<file path="src/rtl/dff_mem_burst.sv">
// dff_mem_burst: flip-flop scratch memory with a command port and valid/ready data streams.
//
// Commands (cmd_op_i): 00 READ burst, 01 WRITE burst, 10 CLEAR (zero every word), 11 rejected.
// A burst is cmd_len_i+1 beats starting at cmd_addr_i; addresses wrap modulo DEPTH.
// With RESET_CLEAR=1 a CLEAR runs automatically when reset is released.
//
// Ports:
//   clk_i        clock, all logic on the rising edge
//   rst_i        synchronous active-high reset
//   ena_i        global enable; low freezes all state and blocks every handshake
//   cmd_valid_i  command present          cmd_ready_o  command accepted (IDLE only)
//   cmd_op_i     command opcode           cmd_addr_i   start address
//   cmd_len_i    beats minus one
//   wr_data_i    write beat data          wr_valid_i   write beat present
//   wr_ready_o   write beat taken (WRITE state only)
//   rd_data_o    registered read data     rd_valid_o   read beat present
//   rd_ready_i   read beat consumed
//   busy_o       FSM not idle             err_o        one-cycle pulse on a rejected command
module dff_mem_burst #(
    parameter int unsigned DATA_W      = 8,
    parameter int unsigned DEPTH       = 16,
    parameter int unsigned ADDR_W      = 4,
    parameter int unsigned LEN_W       = 4,
    parameter bit          RESET_CLEAR = 1'b1
) (
    input  logic              clk_i,
    input  logic              rst_i,
    input  logic              ena_i,
    input  logic              cmd_valid_i,
    output logic              cmd_ready_o,
    input  logic [1:0]        cmd_op_i,
    input  logic [ADDR_W-1:0] cmd_addr_i,
    input  logic [LEN_W-1:0]  cmd_len_i,
    input  logic [DATA_W-1:0] wr_data_i,
    input  logic              wr_valid_i,
    output logic              wr_ready_o,
    output logic [DATA_W-1:0] rd_data_o,
    output logic              rd_valid_o,
    input  logic              rd_ready_i,
    output logic              busy_o,
    output logic              err_o
);

    localparam int unsigned       IdxW     = (DEPTH > 1) ? $clog2(DEPTH) : 1;
    localparam logic [ADDR_W-1:0] LastAddr = ADDR_W'(DEPTH - 1);

    typedef enum logic [1:0] {StIdle, StWrite, StRead, StClear} state_e;

    state_e              state_q, state_d;
    logic [ADDR_W-1:0]   addr_q, addr_d;
    logic [LEN_W-1:0]    remain_q, remain_d;
    logic [DATA_W-1:0]   rd_data_q, rd_data_d;
    logic                rd_valid_q, rd_valid_d;
    logic                err_q, err_d;
    logic [DATA_W-1:0]   mem_q [DEPTH];

    logic                cmd_fire;
    logic                cmd_bad;
    logic                wr_fire;
    logic                rd_fire;
    logic                mem_we;
    logic [DATA_W-1:0]   mem_wdata;

    // Wrap at DEPTH-1 rather than at 2^ADDR_W so non-power-of-two depths work.
    function automatic logic [ADDR_W-1:0] next_addr(input logic [ADDR_W-1:0] a);
        return (a == LastAddr) ? '0 : a + ADDR_W'(1);
    endfunction

    // Output process.
    always_comb begin
        cmd_ready_o = ena_i & ~rst_i & (state_q == StIdle);
        wr_ready_o  = ena_i & ~rst_i & (state_q == StWrite);
        busy_o      = (state_q != StIdle);
        rd_data_o   = rd_data_q;
        rd_valid_o  = rd_valid_q;
        err_o       = err_q;
    end

    assign cmd_fire = cmd_valid_i & cmd_ready_o;
    assign cmd_bad  = (cmd_op_i == 2'b11) | (32'(cmd_addr_i) >= DEPTH);
    assign wr_fire  = wr_valid_i & wr_ready_o;
    assign rd_fire  = rd_valid_q & rd_ready_i & ena_i & ~rst_i;

    // Next-state process.
    always_comb begin
        state_d    = state_q;
        addr_d     = addr_q;
        remain_d   = remain_q;
        rd_data_d  = rd_data_q;
        rd_valid_d = rd_valid_q;
        err_d      = 1'b0;

        unique case (state_q)
            StIdle: begin
                if (cmd_fire) begin
                    if (cmd_bad) begin
                        err_d = 1'b1;
                    end else begin
                        case (cmd_op_i)
                            2'b00: begin
                                // First word is fetched on the accept edge, so rd_valid
                                // rises one cycle after the command handshake.
                                state_d    = StRead;
                                rd_valid_d = 1'b1;
                                rd_data_d  = mem_q[IdxW'(cmd_addr_i)];
                                addr_d     = next_addr(cmd_addr_i);
                                remain_d   = cmd_len_i;
                            end
                            2'b01: begin
                                state_d  = StWrite;
                                addr_d   = cmd_addr_i;
                                remain_d = cmd_len_i;
                            end
                            default: begin
                                state_d = StClear;
                                addr_d  = '0;
                            end
                        endcase
                    end
                end
            end
            StWrite: begin
                if (wr_fire) begin
                    addr_d = next_addr(addr_q);
                    if (remain_q == '0) begin
                        state_d = StIdle;
                    end else begin
                        remain_d = remain_q - LEN_W'(1);
                    end
                end
            end
            StRead: begin
                if (rd_fire) begin
                    if (remain_q == '0) begin
                        rd_valid_d = 1'b0;
                        state_d    = StIdle;
                    end else begin
                        rd_data_d = mem_q[IdxW'(addr_q)];
                        addr_d    = next_addr(addr_q);
                        remain_d  = remain_q - LEN_W'(1);
                    end
                end
            end
            StClear: begin
                if (ena_i) begin
                    addr_d = next_addr(addr_q);
                    if (addr_q == LastAddr) begin
                        state_d = StIdle;
                    end
                end
            end
            default: state_d = StIdle;
        endcase
    end

    // State register.
    always_ff @(posedge clk_i) begin
        if (rst_i) begin
            state_q    <= RESET_CLEAR ? StClear : StIdle;
            addr_q     <= '0;
            remain_q   <= '0;
            rd_data_q  <= '0;
            rd_valid_q <= 1'b0;
            err_q      <= 1'b0;
        end else begin
            state_q    <= state_d;
            addr_q     <= addr_d;
            remain_q   <= remain_d;
            rd_data_q  <= rd_data_d;
            rd_valid_q <= rd_valid_d;
            err_q      <= err_d;
        end
    end

    // Storage has no reset; CLEAR provides the known-zero state instead.
    assign mem_we    = wr_fire | ((state_q == StClear) & ena_i & ~rst_i);
    assign mem_wdata = (state_q == StClear) ? '0 : wr_data_i;

    always_ff @(posedge clk_i) begin
        if (mem_we) begin
            mem_q[IdxW'(addr_q)] <= mem_wdata;
        end
    end

endmodule

</file>
<file path="config.mk">
export PLATFORM = sky130hd
export DESIGN_NAME = dff_mem_burst
export DESIGN_NICKNAME = d
export VERILOG_FILES = /design/src/rtl/dff_mem_burst.sv
export SDC_FILE = /design/constraint.sdc
export NUM_CORES = 1
export LEC_CHECK = 0
export CORE_UTILIZATION = 35
export DETAILED_ROUTE_END_ITERATION = 7
export SYNTH_ARGS = -nofsm -noshare
export SYNTH_HDL_FRONTEND = slang
export SYNTH_SLANG_ARGS = --single-unit
</file>
<file path="constraint.sdc">
create_clock -name clk_i -period 5.3 [get_ports clk_i]
set_clock_uncertainty 0.15 [all_clocks]
set_input_delay 1.59 -clock clk_i [delete_from_list [all_inputs] [get_ports clk_i]]
set_output_delay 1.59 -clock clk_i [all_outputs]
set_load 0.005 [all_outputs]
</file>
==> results of run 1 <==
[synth_stat cells, types with 6 or more instances]
cell,count
mux4_1,6
nand2_1,13
a221oi_1,8
nor2b_1,22
edfxtp_1,128
buf_6,10
a21oi_1,11
dfxtp_1,24
clkbuf_1,9
ha_1,10
a22o_1,7
buf_2,6
nor3_1,8
mux2i_1,61
nor2_1,30
nand2b_1,7
o21ai_0,14
mux4_2,44
inv_1,13
[sequential cells by signal, summed over array words and instances, names as in the netlist, named ones only]
register and flops:
err_o 1, rd_data_o 8, state_q 2, mem_q 128
remain_q 4, rd_valid_o 1, addr_q 4
[stage by stage]
stage | util [%] | cells
global placement | 39.0 | 800
detailed placement | 39.0 | 800
finish | 41.6 | 832
global route | 41.6 | 832
floorplan | - | 494
CTS | 41.6 | 832
[metal layers]
metal  GRT usage, %  vias to the layer above  wire (um)
met2           27.1                      179       8840
met3           4.94                       34       1530
met1           25.4                     2429       8620
li1               -                     2089          -
met4           7.19                        0        550
met5              0                        -          0
[cell type report]
type                       count  area (um^2)  area share [%]
multi-input combinational    296         2990            33.9
sequential                   152         4330            49.0
tap                          275          344            3.90
clock inverter                14          115            1.30
clock buffer                  18          429            4.86
inverter                      13         48.8           0.553
timing repair buffer          64          573            6.49
[power by group through the flow]
stage | sequential [mW] | clock (mW) | combinational, mW
after floorplan | 1.49 | 0 | 0.692
after global placement | 1.59 | 0 | 0.801
after detailed placement | 1.60 | 0 | 0.815
after CTS | 1.57 | 1.13 | 0.819
after global routing | 1.59 | 1.17 | 0.883
final | 1.57 | 1.11 | 0.817
[worst max-delay path: stages]
cell and delay, ns:
clkdlybuf4s50_1 0.54, nand2b_1 0.13, nor2_1 0.12, clkdlybuf4s50_1 0.51
[worst min-delay path by stage]
stage                      start  slack [ns]  cells after the start           end
finish              rd_data_o[6]        0.33                      2  rd_data_o[6]
global route          rd_valid_o        0.36                      2    rd_valid_o
CTS                 rd_data_o[6]        0.33                      2  rd_data_o[6]
detailed placement  rd_data_o[6]        0.32                      2  rd_data_o[6]
global placement    rd_data_o[6]        0.32                      2  rd_data_o[6]
floorplan            remain_q[1]        0.32                      2   remain_q[1]
[cells by family (layout without fill, tap and decap cells)]
kind of cell | count (synthesis) | count (layout) | share of synthesized area (%)
AOI/OAI and AO/OA | 73 | 73 | 7.43
buffers and inverters | 46 | 109 | 4.09
DFF | 152 | 152 | 56.7
muxes | 112 | 112 | 23.2
xor gates and xnor gates | 1 | 1 | 0.115
adders and majority gates | 10 | 10 | 1.64
and+or+nand+nor | 100 | 100 | 6.81
[cell usage in the layout, fill, tap and decap left out, drive strengths merged, types with 2 or more instances in the layout]
cell / instances
o2111ai: 2
mux4: 50
a2111oi: 8
a22o: 7
a211o: 2
clkbuf: 18
clkinvlp: 3
a311oi: 2
or3: 2
and2: 2
inv: 19
clkinv: 5
nor3: 8
a221oi: 8
buf: 30
o211ai: 3
clkdlybuf4s50: 34
mux2i: 61
a21oi: 11
or3b: 2
a211oi: 4
o21ai: 17
nand2: 13
ha: 10
dfxtp: 24
nand2b: 7
nor2: 30
edfxtp: 128
nand3: 3
nor2b: 22
nand3b: 5
==> summary.md, run 1 <==
| Metric | Value |
|---|---|
| Status | `finished clean` |
| Final setup fails | `0` |
| Clock Power Share | `31.7%` |
| Max cap viols | `0` |
| Top FF cell, synth | `edfxtp_1` |
| Grt ovf | `0` |
| Place WS | `0.672 ns` |
| Layout fillers | `between 1.5k and 2k` |
| Static Leak | `2.91 nW` |
| Synthesized net count | `approximately 530` |
| RSZ-0062 raised after global routing | `no` |
| Routed WL | `19500 um` |
| ANT cells | `0` |
| Port bufs | `36` |
| DR pass1 iterations | `7` |
| Worst setup margin | `roughly 0.67 ns` |
| DRC viols | `0` |
| Initial antenna violation count | `0` |
| Synth async-reset ratio | `0%` |
| Core Area | `approximately 0.021 mm^2` |
| Hold-fix buffers at CTS | `0` |
| Die Span Y | `150 um` |
| CTS buffer count | `17` |
| Syn Inst Count | `slightly below 500` |
| Final Hold Fails | `0` |
| Root Driver | `clkbuf_16` |
| Post-CTS setup buffers | `0` |
| Worst Tran Pin Value | `1.08 ns` |
| Total Routing Usage GR | `a little under a fifth` |
| Fin Setup TNS | `0 ns` |
| H-tree Lvls | `4` |
| VDD IR max | `0.161 mV` |
| Placed cell area | `just over 0.008 mm^2` |
| Top cells by area, synth | `edfxtp_1 50%, mux4_2 13%, mux2i_1 8.0%` |
| Die area | `0.0224 mm^2` |
| Yosys cell types | `58` |
| CP startpoint | `ena_i` |
| CTS tree | `built` |
| R2R setup slack | `2.13 ns` |
| R2R cell count | `6` |
| Yosys warns | `0` |
| Fin crit share | `87.4%` |
| RD Place Congestion | `0.842` |
| Max-slew headroom | `28.2%` |
| Setup crit end kind | `output port` |
| Antenna Nets Post-Route | `0` |
| Switch Pwr | `1.04 mW` |
| Min cycle time layout | `4.63 ns` |
| Synthesis-stage register bit count | `152` |
| Starting Density | `a little over a third` |
| Worst min-delay path category | `reg -> reg` |
| Resized Gates After CTS | `0` |
| Hold Worst Slack | `0.328 ns` |
| Vias in the first global route | `approximately 4.7k` |
| CP Max Fanout | `5` |
| DR vias/cell | `5.69` |
| Power Density | `396 mW/mm^2` |
| Row cnt | `53` |
| Total number of vias | `4731` |
| Sink Count | `152` |
| Clock buffer depth | `2` |
| Register area share after synthesis | `56.7%` |
| Slew Limit Fails | `0` |
| Routed length per instance | `23.5 um` |
| Area leader, netlist | `edfxtp_1` |
| Worst EP required | `3.56 ns` |
| Critical path type | `in -> out` |
| P_int | `approximately 2.4 mW` |
| Net Sw Frac | `29.9%` |
| Post-synth EDFFs | `between 100 and 150` |
| Pwr Total | `3.49 mW` |
| Arrival time worst endpoint | `2.89 ns` |
| Top cell type's share of synthesized area | `between 50% and 60%` |
| HPWL Detailed | `12900 um` |
| Layout cells sized above 1 | `20.5%` |
| Largest net degree at the start of global routing | `43` |
| Clk_lat worst skew | `0.42 ns` |
| DRT iter0 DRCs | `341` |
| Setup crit end | `cmd_ready_o` |
| Logic pwr share | `23.4%` |
| Area Overhead vs Synth | `15.7%` |
| Worst setup SP type | `primary input` |
| Num ports | `37` |
| Clock transition at path regs | `0.06 ns` |
| Avg Cell Area, Syn | `15.4 um^2` |
| Post-Layout Inst Area | `0.00883 mm^2` |
| Reg-to-Reg End | `mem_q[0][2]` |
| FF-to-FF Start | `state_q[0]` |
| Global-route wire length before repair | `29000 um` |
| Max frequency | `0.216 GHz` |
| Die width | `150 um` |
| Seq pwr share | `between 40 and 50%` |
| Synthesized cell area | `0.00763 mm^2` |
| Final net count | `~580` |
Power figures use the tool's default switching activity.
==> run 2: changes to the inputs <==
--- a/config.mk
+++ b/config.mk
@@ -5,7 +5,7 @@
 export SDC_FILE = /design/constraint.sdc
 export NUM_CORES = 1
 export LEC_CHECK = 0
-export CORE_UTILIZATION = 35
+export CORE_UTILIZATION = 25
 export DETAILED_ROUTE_END_ITERATION = 7
 export SYNTH_ARGS = -nofsm -noshare
 export SYNTH_HDL_FRONTEND = slang
==> run 2 against run 1 <==
Compared with the run above: register-to-register slack improved by 0.24 ns; sequential cell count is the same; sequential power hardly changed; critical endpoint unchanged; highest routed layer unchanged.
==> summary.md, run 2 (synthesis results as in run 1) <==
| Metric | Value |
|---|---|
| Clk_lat worst skew | `0.43 ns (about the same)` |
| Worst EP required | `3.56 ns (about the same)` |
| Static Leak | `2.90 nW (-0.39%)` |
| Total Routing Usage GR | `13.1% (-5.2 points)` |
| Hold Worst Slack | `0.331 ns (+0.00320 ns)` |
| Max frequency | `0.213 GHz (-1.3%)` |
| Routed length per instance | `20.9 um (-11%)` |
| Layout cells sized above 1 | `19.9% (-0.58 points)` |
| Row cnt | `63 (+19%)` |
| Final net count | `574 (-0.69%)` |
| Worst setup margin | `0.607 ns (-0.0623 ns)` |
| Most common cell after layout, fill and taps aside | `edfxtp_1` |
| Die Span Y | `177 um (+18%)` |
| Slowest stage cell, crit path | `clkdlybuf4s50_1` |
| Final setup fails | `0 (unchanged)` |
| Power Density | `400 mW/mm^2 (+0.96%)` |
| Core Area | `0.0298 mm^2 (+40%)` |
| Status | `finished clean` |
| HPWL Detailed | `13200 um (+2.5%)` |
| DRC viols | `0 (unchanged)` |
| DR vias/cell | `4.91 (-14%)` |
| Largest net degree at the start of global routing | `33 (-23%)` |
| DRT iter0 DRCs | `392 (+15%)` |
| Routed WL | `19700 um (+1.1%)` |
| Grt ovf | `0 (unchanged)` |
| Pwr Total | `3.58 mW (+2.5%)` |
| CTS tree | `built` |
| Crit-path cells | `clkdlybuf4s50_1 > nand2b_1 > nor2_1 > clkdlybuf4s50_1` |
| Area Overhead vs Synth | `17.5%` |
| Clock transition at path regs | `0.06 ns (about the same)` |
| Crit path largest cell delay | `0.55 ns (about the same)` |
| DR pass1 iterations | `5 (-2)` |
| Worst min-delay path category | `reg -> reg` |
| Post-CTS setup buffers | `0 (unchanged)` |
| ANT cells | `0 (unchanged)` |
| Global-route wire length before repair | `29500 um (+1.6%)` |
| RSZ-0062 raised after global routing | `no` |
| Placed cell area | `0.00838 mm^2 (+1.2%)` |
| Setup crit end kind | `output port` |
| Final Hold Fails | `0 (unchanged)` |
| Arrival time worst endpoint | `2.95 ns (+0.06 ns)` |
| Fin Setup TNS | `0 ns (unchanged)` |
| Fin crit share | `88.6% (+1.2 points)` |
| Min cycle time layout | `4.69 ns (+0.0623 ns)` |
| Clock buffer depth | `2 (unchanged)` |
| Die area | `0.0312 mm^2 (+39%)` |
| Initial antenna violation count | `0 (unchanged)` |
| CP Max Fanout | `5 (unchanged)` |
| CTS buffer count | `17 (unchanged)` |
| Num ports | `37 (unchanged)` |
| Slew Limit Fails | `0 (unchanged)` |
| VDD IR max | `0.208 mV (+29%)` |
| Commonest non-fill, non-tap cells in the layout | `128 x edfxtp_1, 61 x mux2i_1, 44 x mux4_2, 34 x clkdlybuf4s50_1, 30 x nor2_1` |
| Biggest register | `mem_q` |
| Crit-path most repeated cell | `clkdlybuf4s50_1` |
| Critical path type | `in -> out` |
| Total number of vias | `4628 (-2.2%)` |
| RD Place Congestion | `0.797 (-5.4%)` |
| Vias in the first global route | `4620 (-2.2%)` |
| Die width | `177 um (+18%)` |
| Worst setup SP type | `primary input` |
| Max reg flops | `128 (unchanged)` |
| Sink Count | `152 (unchanged)` |
| Placed Cells incl. Taps | `911 (+14%)` |
| Max-slew headroom | `17.8% (-10 points)` |
| Cell Count, Final, Fillers Out | `943 (+13%)` |
| H-tree Lvls | `4 (unchanged)` |
| Max cap viols | `0 (unchanged)` |
| Layout fillers | `2964 (+55%)` |
| Antenna Nets Post-Route | `0 (unchanged)` |
| Port bufs | `36 (unchanged)` |
| Post-Layout Inst Area | `0.00896 mm^2 (+1.6%)` |
| Root Driver | `clkbuf_16` |
| Starting Density | `25.6% (-10 points)` |
| Core Util, Final | `30.1% (-12 points)` |
| Place WS | `0.614 ns (-0.0585 ns)` |
| Hold-fix buffers at CTS | `0 (unchanged)` |
| Resized Gates After CTS | `0 (unchanged)` |
| Worst Tran Pin Value | `1.23 ns (+0.153 ns)` |
[run 2: worst paths after layout]
kind | start | end | slack, ns | depth (start not counted)
worst max-delay path | ena_i | cmd_ready_o | 0.61 | 4
worst min-delay path | rd_data_o[6] | rd_data_o[6] | 0.33 | 2
worst min register to register | rd_data_o[6] | rd_data_o[6] | 0.33 | 2
worst max register to register | flop | rd_data_o[6] | 2.37 | 5
[run 2: area by class of cell]
class / count / area (um^2) / share of cell area [%]
repair buffers: 60 / 531 / 5.92
well taps: 390 / 488 / 5.44
clock inverters: 12 / 143 / 1.59
flip-flops and latches: 152 / 4330 / 48.3
clock buffers: 20 / 437 / 4.87
inverters: 13 / 48.8 / 0.544
multi-input cells: 296 / 2990 / 33.4
[run 2: power by group]
part / internal [mW] / total [mW] / switching (mW)
clock network: 0.701 / 1.20 / 0.502
logic: 0.400 / 0.785 / 0.385
registers: 1.43 / 1.59 / 0.160
total: 2.53 / 3.58 / 1.05
[run 2: critical path: cells and delay by family]
family | cells | cell delay, ns
simple gates | 2 | 0.29
buf+inv | 2 | 1.07
[run 2: layer usage]
metal  up-vias  GRT usage (%)  wire (um)
met5         -              0          0
met4         0           6.54        661
met3        41           2.00        761
met2       150           21.4       9740
met1      2363           16.9       8580
li1       2074              -          -
==> run 3: changes to the inputs <==
--- a/config.mk
+++ b/config.mk
@@ -5,8 +5,11 @@
 export SDC_FILE = /design/constraint.sdc
 export NUM_CORES = 1
 export LEC_CHECK = 0
+export ABC_AREA = 1
 export CORE_UTILIZATION = 25
+export CTS_CLUSTER_DIAMETER = 50
 export DETAILED_ROUTE_END_ITERATION = 7
+export GPL_TIMING_DRIVEN = 0
 export SYNTH_ARGS = -nofsm -noshare
 export SYNTH_HDL_FRONTEND = slang
 export SYNTH_SLANG_ARGS = --single-unit
==> run 3 against run 2 <==
Compared with the run above: non-clock buffer count is 30 higher; utilization grew 0.12 points; die area increased by 8.4%; fmax barely moved; clock power fell by 3%; routed wire length up 47%; synthesized area up 8.5%; combinational power up 110%; critical endpoint is now wr_ready_o.
==> summary.md, run 3 <==
| Metric | Value |
|---|---|
| Static Leak | `4.15 nW (+43%)` |
| DRT iter0 DRCs | `868 (+120%)` |
| Avg Cell Area, Syn | `7.99 um^2 (-48%)` |
| VDD IR max | `0.236 mV (+14%)` |
| Global-route wire length before repair | `43300 um (+47%)` |
| Antenna Nets Post-Route | `0 (unchanged)` |
| Largest net degree at the start of global routing | `17 (-48%)` |
| Layout fillers | `3493 (+18%)` |
| Max-slew headroom | `14.9% (-2.9 points)` |
| Layout cells sized above 1 | `10.2% (-9.7 points)` |
| Critical path type | `in -> out` |
| Post-synth EDFFs | `128 (unchanged)` |
| CP startpoint | `rst_i` |
| Yosys cell types | `34 (-41%)` |
| Setup crit end kind | `output port` |
| Max cap viols | `0 (unchanged)` |
| Max frequency | `0.213 GHz (about the same)` |
| Register area share after synthesis | `52.3% (-4.4 points)` |
| Yosys warns | `0 (unchanged)` |
| Worst setup margin | `0.606 ns (-0.000628 ns)` |
| Vias in the first global route | `6962 (+51%)` |
| Reg-to-Reg End | `mem_q[11][1]` |
| Fin Setup TNS | `0 ns (unchanged)` |
| Max reg flops | `128 (unchanged)` |
| Final Hold Fails | `0 (unchanged)` |
| Synthesis-stage register bit count | `152 (unchanged)` |
| Grt ovf | `0 (unchanged)` |
| Biggest register | `mem_q` |
| Total Routing Usage GR | `17.7% (+4.6 points)` |
| Count leader, synth | `nand2_1` |
| Most common cell after layout, fill and taps aside | `nand2_1` |
| Syn Inst Count | `1035 (+110%)` |
| Die width | `184 um (+4.1%)` |
| Placed Cells incl. Taps | `1517 (+67%)` |
| Area leader, netlist | `edfxtp_1` |
| FF-to-FF Start | `state_q[1]` |
| Synthesized net count | `1069 (+100%)` |
| ANT cells | `0 (unchanged)` |
| Root Driver | `clkbuf_16` |
| Resized Gates After CTS | `0 (unchanged)` |
| Total number of vias | `7340 (+59%)` |
| CTS tree | `built` |
| Die Span Y | `184 um (+4.1%)` |
| Commonest non-fill, non-tap cells in the layout | `336 x nand2_1, 179 x nand3_1, 128 x edfxtp_1, 126 x inv_1, 74 x nor2_1` |
| Top cells by area, synth | `edfxtp_1 46%, nand2_1 15%, nand3_1 11%` |
| Core Area | `0.0325 mm^2 (+9.2%)` |
| Post-CTS setup buffers | `0 (unchanged)` |
| Cell Count, Final, Fillers Out | `1549 (+64%)` |
| Starting Density | `25.4% (-0.16 points)` |
| RD Place Congestion | `1.00 (+25%)` |
| Power Density | `445 mW/mm^2 (+11%)` |
| R2R setup slack | `2.23 ns (-0.14 ns)` |
| Status | `finished clean` |
| DRC viols | `0 (unchanged)` |
| Routed length per instance | `18.7 um (-11%)` |
| Worst Tran Pin Value | `1.27 ns (+0.0362 ns)` |
| Sink Count | `152 (unchanged)` |
| CP Max Fanout | `10 (+5)` |
| Routed WL | `29000 um (+47%)` |
| Hold-fix buffers at CTS | `0 (unchanged)` |
| Fin crit share | `88.6% (about the same)` |
| Clk_lat worst skew | `0.43 ns (about the same)` |
| Synthesized cell area | `0.00827 mm^2 (+8.5%)` |
| Hold Path Sink | `rd_data_o[5]` |
| Num ports | `37 (unchanged)` |
| Arrival time worst endpoint | `2.95 ns (about the same)` |
| Top FF cell, synth | `edfxtp_1` |
| Top cell type's share of synthesized area | `46.5% (-3.9 points)` |
| HPWL Detailed | `21500 um (+63%)` |
| Hold path start | `rd_data_o[5]` |
| Die area | `0.0338 mm^2 (+8.4%)` |
| Worst EP required | `3.56 ns (about the same)` |
| Hold Path Cell Cnt | `2 (unchanged)` |
| H-tree Lvls | `4 (unchanged)` |
| RSZ-0062 raised after global routing | `no` |
| Worst setup SP type | `primary input` |
| Clock buffer depth | `2 (unchanged)` |
| Initial antenna violation count | `0 (unchanged)` |
| DR pass1 iterations | `7 (+2)` |
| Area Overhead vs Synth | `18.8%` |
| Hold Worst Slack | `0.316 ns (-0.0150 ns)` |
| Final setup fails | `0 (unchanged)` |
| Port bufs | `35 (-2.8%)` |
| Min cycle time layout | `4.69 ns (+0.000628 ns)` |
| Final net count | `1128 (+97%)` |
| Worst min-delay path category | `reg -> reg` |
| Place WS | `0.603 ns (-0.0112 ns)` |
| Synth async-reset ratio | `0% (unchanged)` |
| Row cnt | `66 (+4.8%)` |
| DR vias/cell | `4.74 (-3.4%)` |
| Slew Limit Fails | `0 (unchanged)` |
| R2R cell count | `6 (+1)` |
| Post-synth top cells | `336 x nand2_1, 179 x nand3_1, 128 x edfxtp_1` |
| Clock transition at path regs | `0.06 ns (about the same)` |
| Pwr Total | `4.37 mW (+22%)` |
| CTS buffer count | `17 (unchanged)` |
==> run 3: cell count changes in the layout (fill, tap and decap cells not counted), sizes merged, moves of 11 or more <==
cell and change:
buf +21, nand3 +177, clkinv +11, a21oi +17
mux2i -60, mux4 -50, inv +121, nor2b -22
nand2 +328, nor2 +57
==> run 3: worst max path at each step <==
stage                 end  cells after the start
2_1_floorplan  wr_ready_o                      3
3_3_place_gp   wr_ready_o                      5
3_5_place_dp   wr_ready_o                      5
4_1_cts        wr_ready_o                      5
5_1_grt        wr_ready_o                      5
6_report       wr_ready_o                      5
==> run 3: logic make-up after synthesis <==
logic type	Yosys count	share of synthesized area (%)
compound gates	66	4.61
xor+xnor	4	0.423
fa+ha+maj	10	1.51
buf+inv	190	9.78
flops	152	52.3
mux	1	0.121
simple gates	612	31.3
==> run 3: area by class of cell <==
cell class                      count  area (um^2)  area share (%)
Buffer                             50          282            2.86
Clock buffer                       17          425            4.33
Inverter                          140          528            5.37
Timing Repair Buffer               40          418            4.25
Clock inverter                     15          131            1.34
Sequential cell                   152         4320            44.0
Tap cell                          442          553            5.63
Multi-Input combinational cell    693         3170            32.2
==> run 3: layer usage <==
| layer | vias up | share of wire, % | track usage, % |
|---|---|---|---|
| met2 | 333 | 45 | 27.5 |
| met5 | - | 0 | 0 |
| met4 | 0 | 2.3 | 5.30 |
| li1 | 3467 | - | - |
| met3 | 51 | 8.3 | 4.34 |
| met1 | 3489 | 44 | 24.2 |
==> run 3: power breakdown <==
group          leakage (nW)  internal, mW  switching [mW]  total, mW
sequential             1.38          1.48          0.0538       1.53
clock                 0.273         0.646           0.517       1.16
combinational          2.49         0.475            1.20       1.67
total                  4.15          2.60            1.77       4.37
==> run 3: stage by stage <==
stage	instance area, um^2	util, %
after CTS	9830	30.2
after detailed placement	9270	28.5
final	9830	30.2
after floorplan	8270	-
after global placement	9180	28.2
after global routing	9830	30.2
==> run 3: worst max-delay path: stages <==
cell,delay [ns]
clkdlybuf4s50_1,0.45
inv_2,0.20
nand2_4,0.10
nor2_2,0.10
clkdlybuf4s50_1,0.51
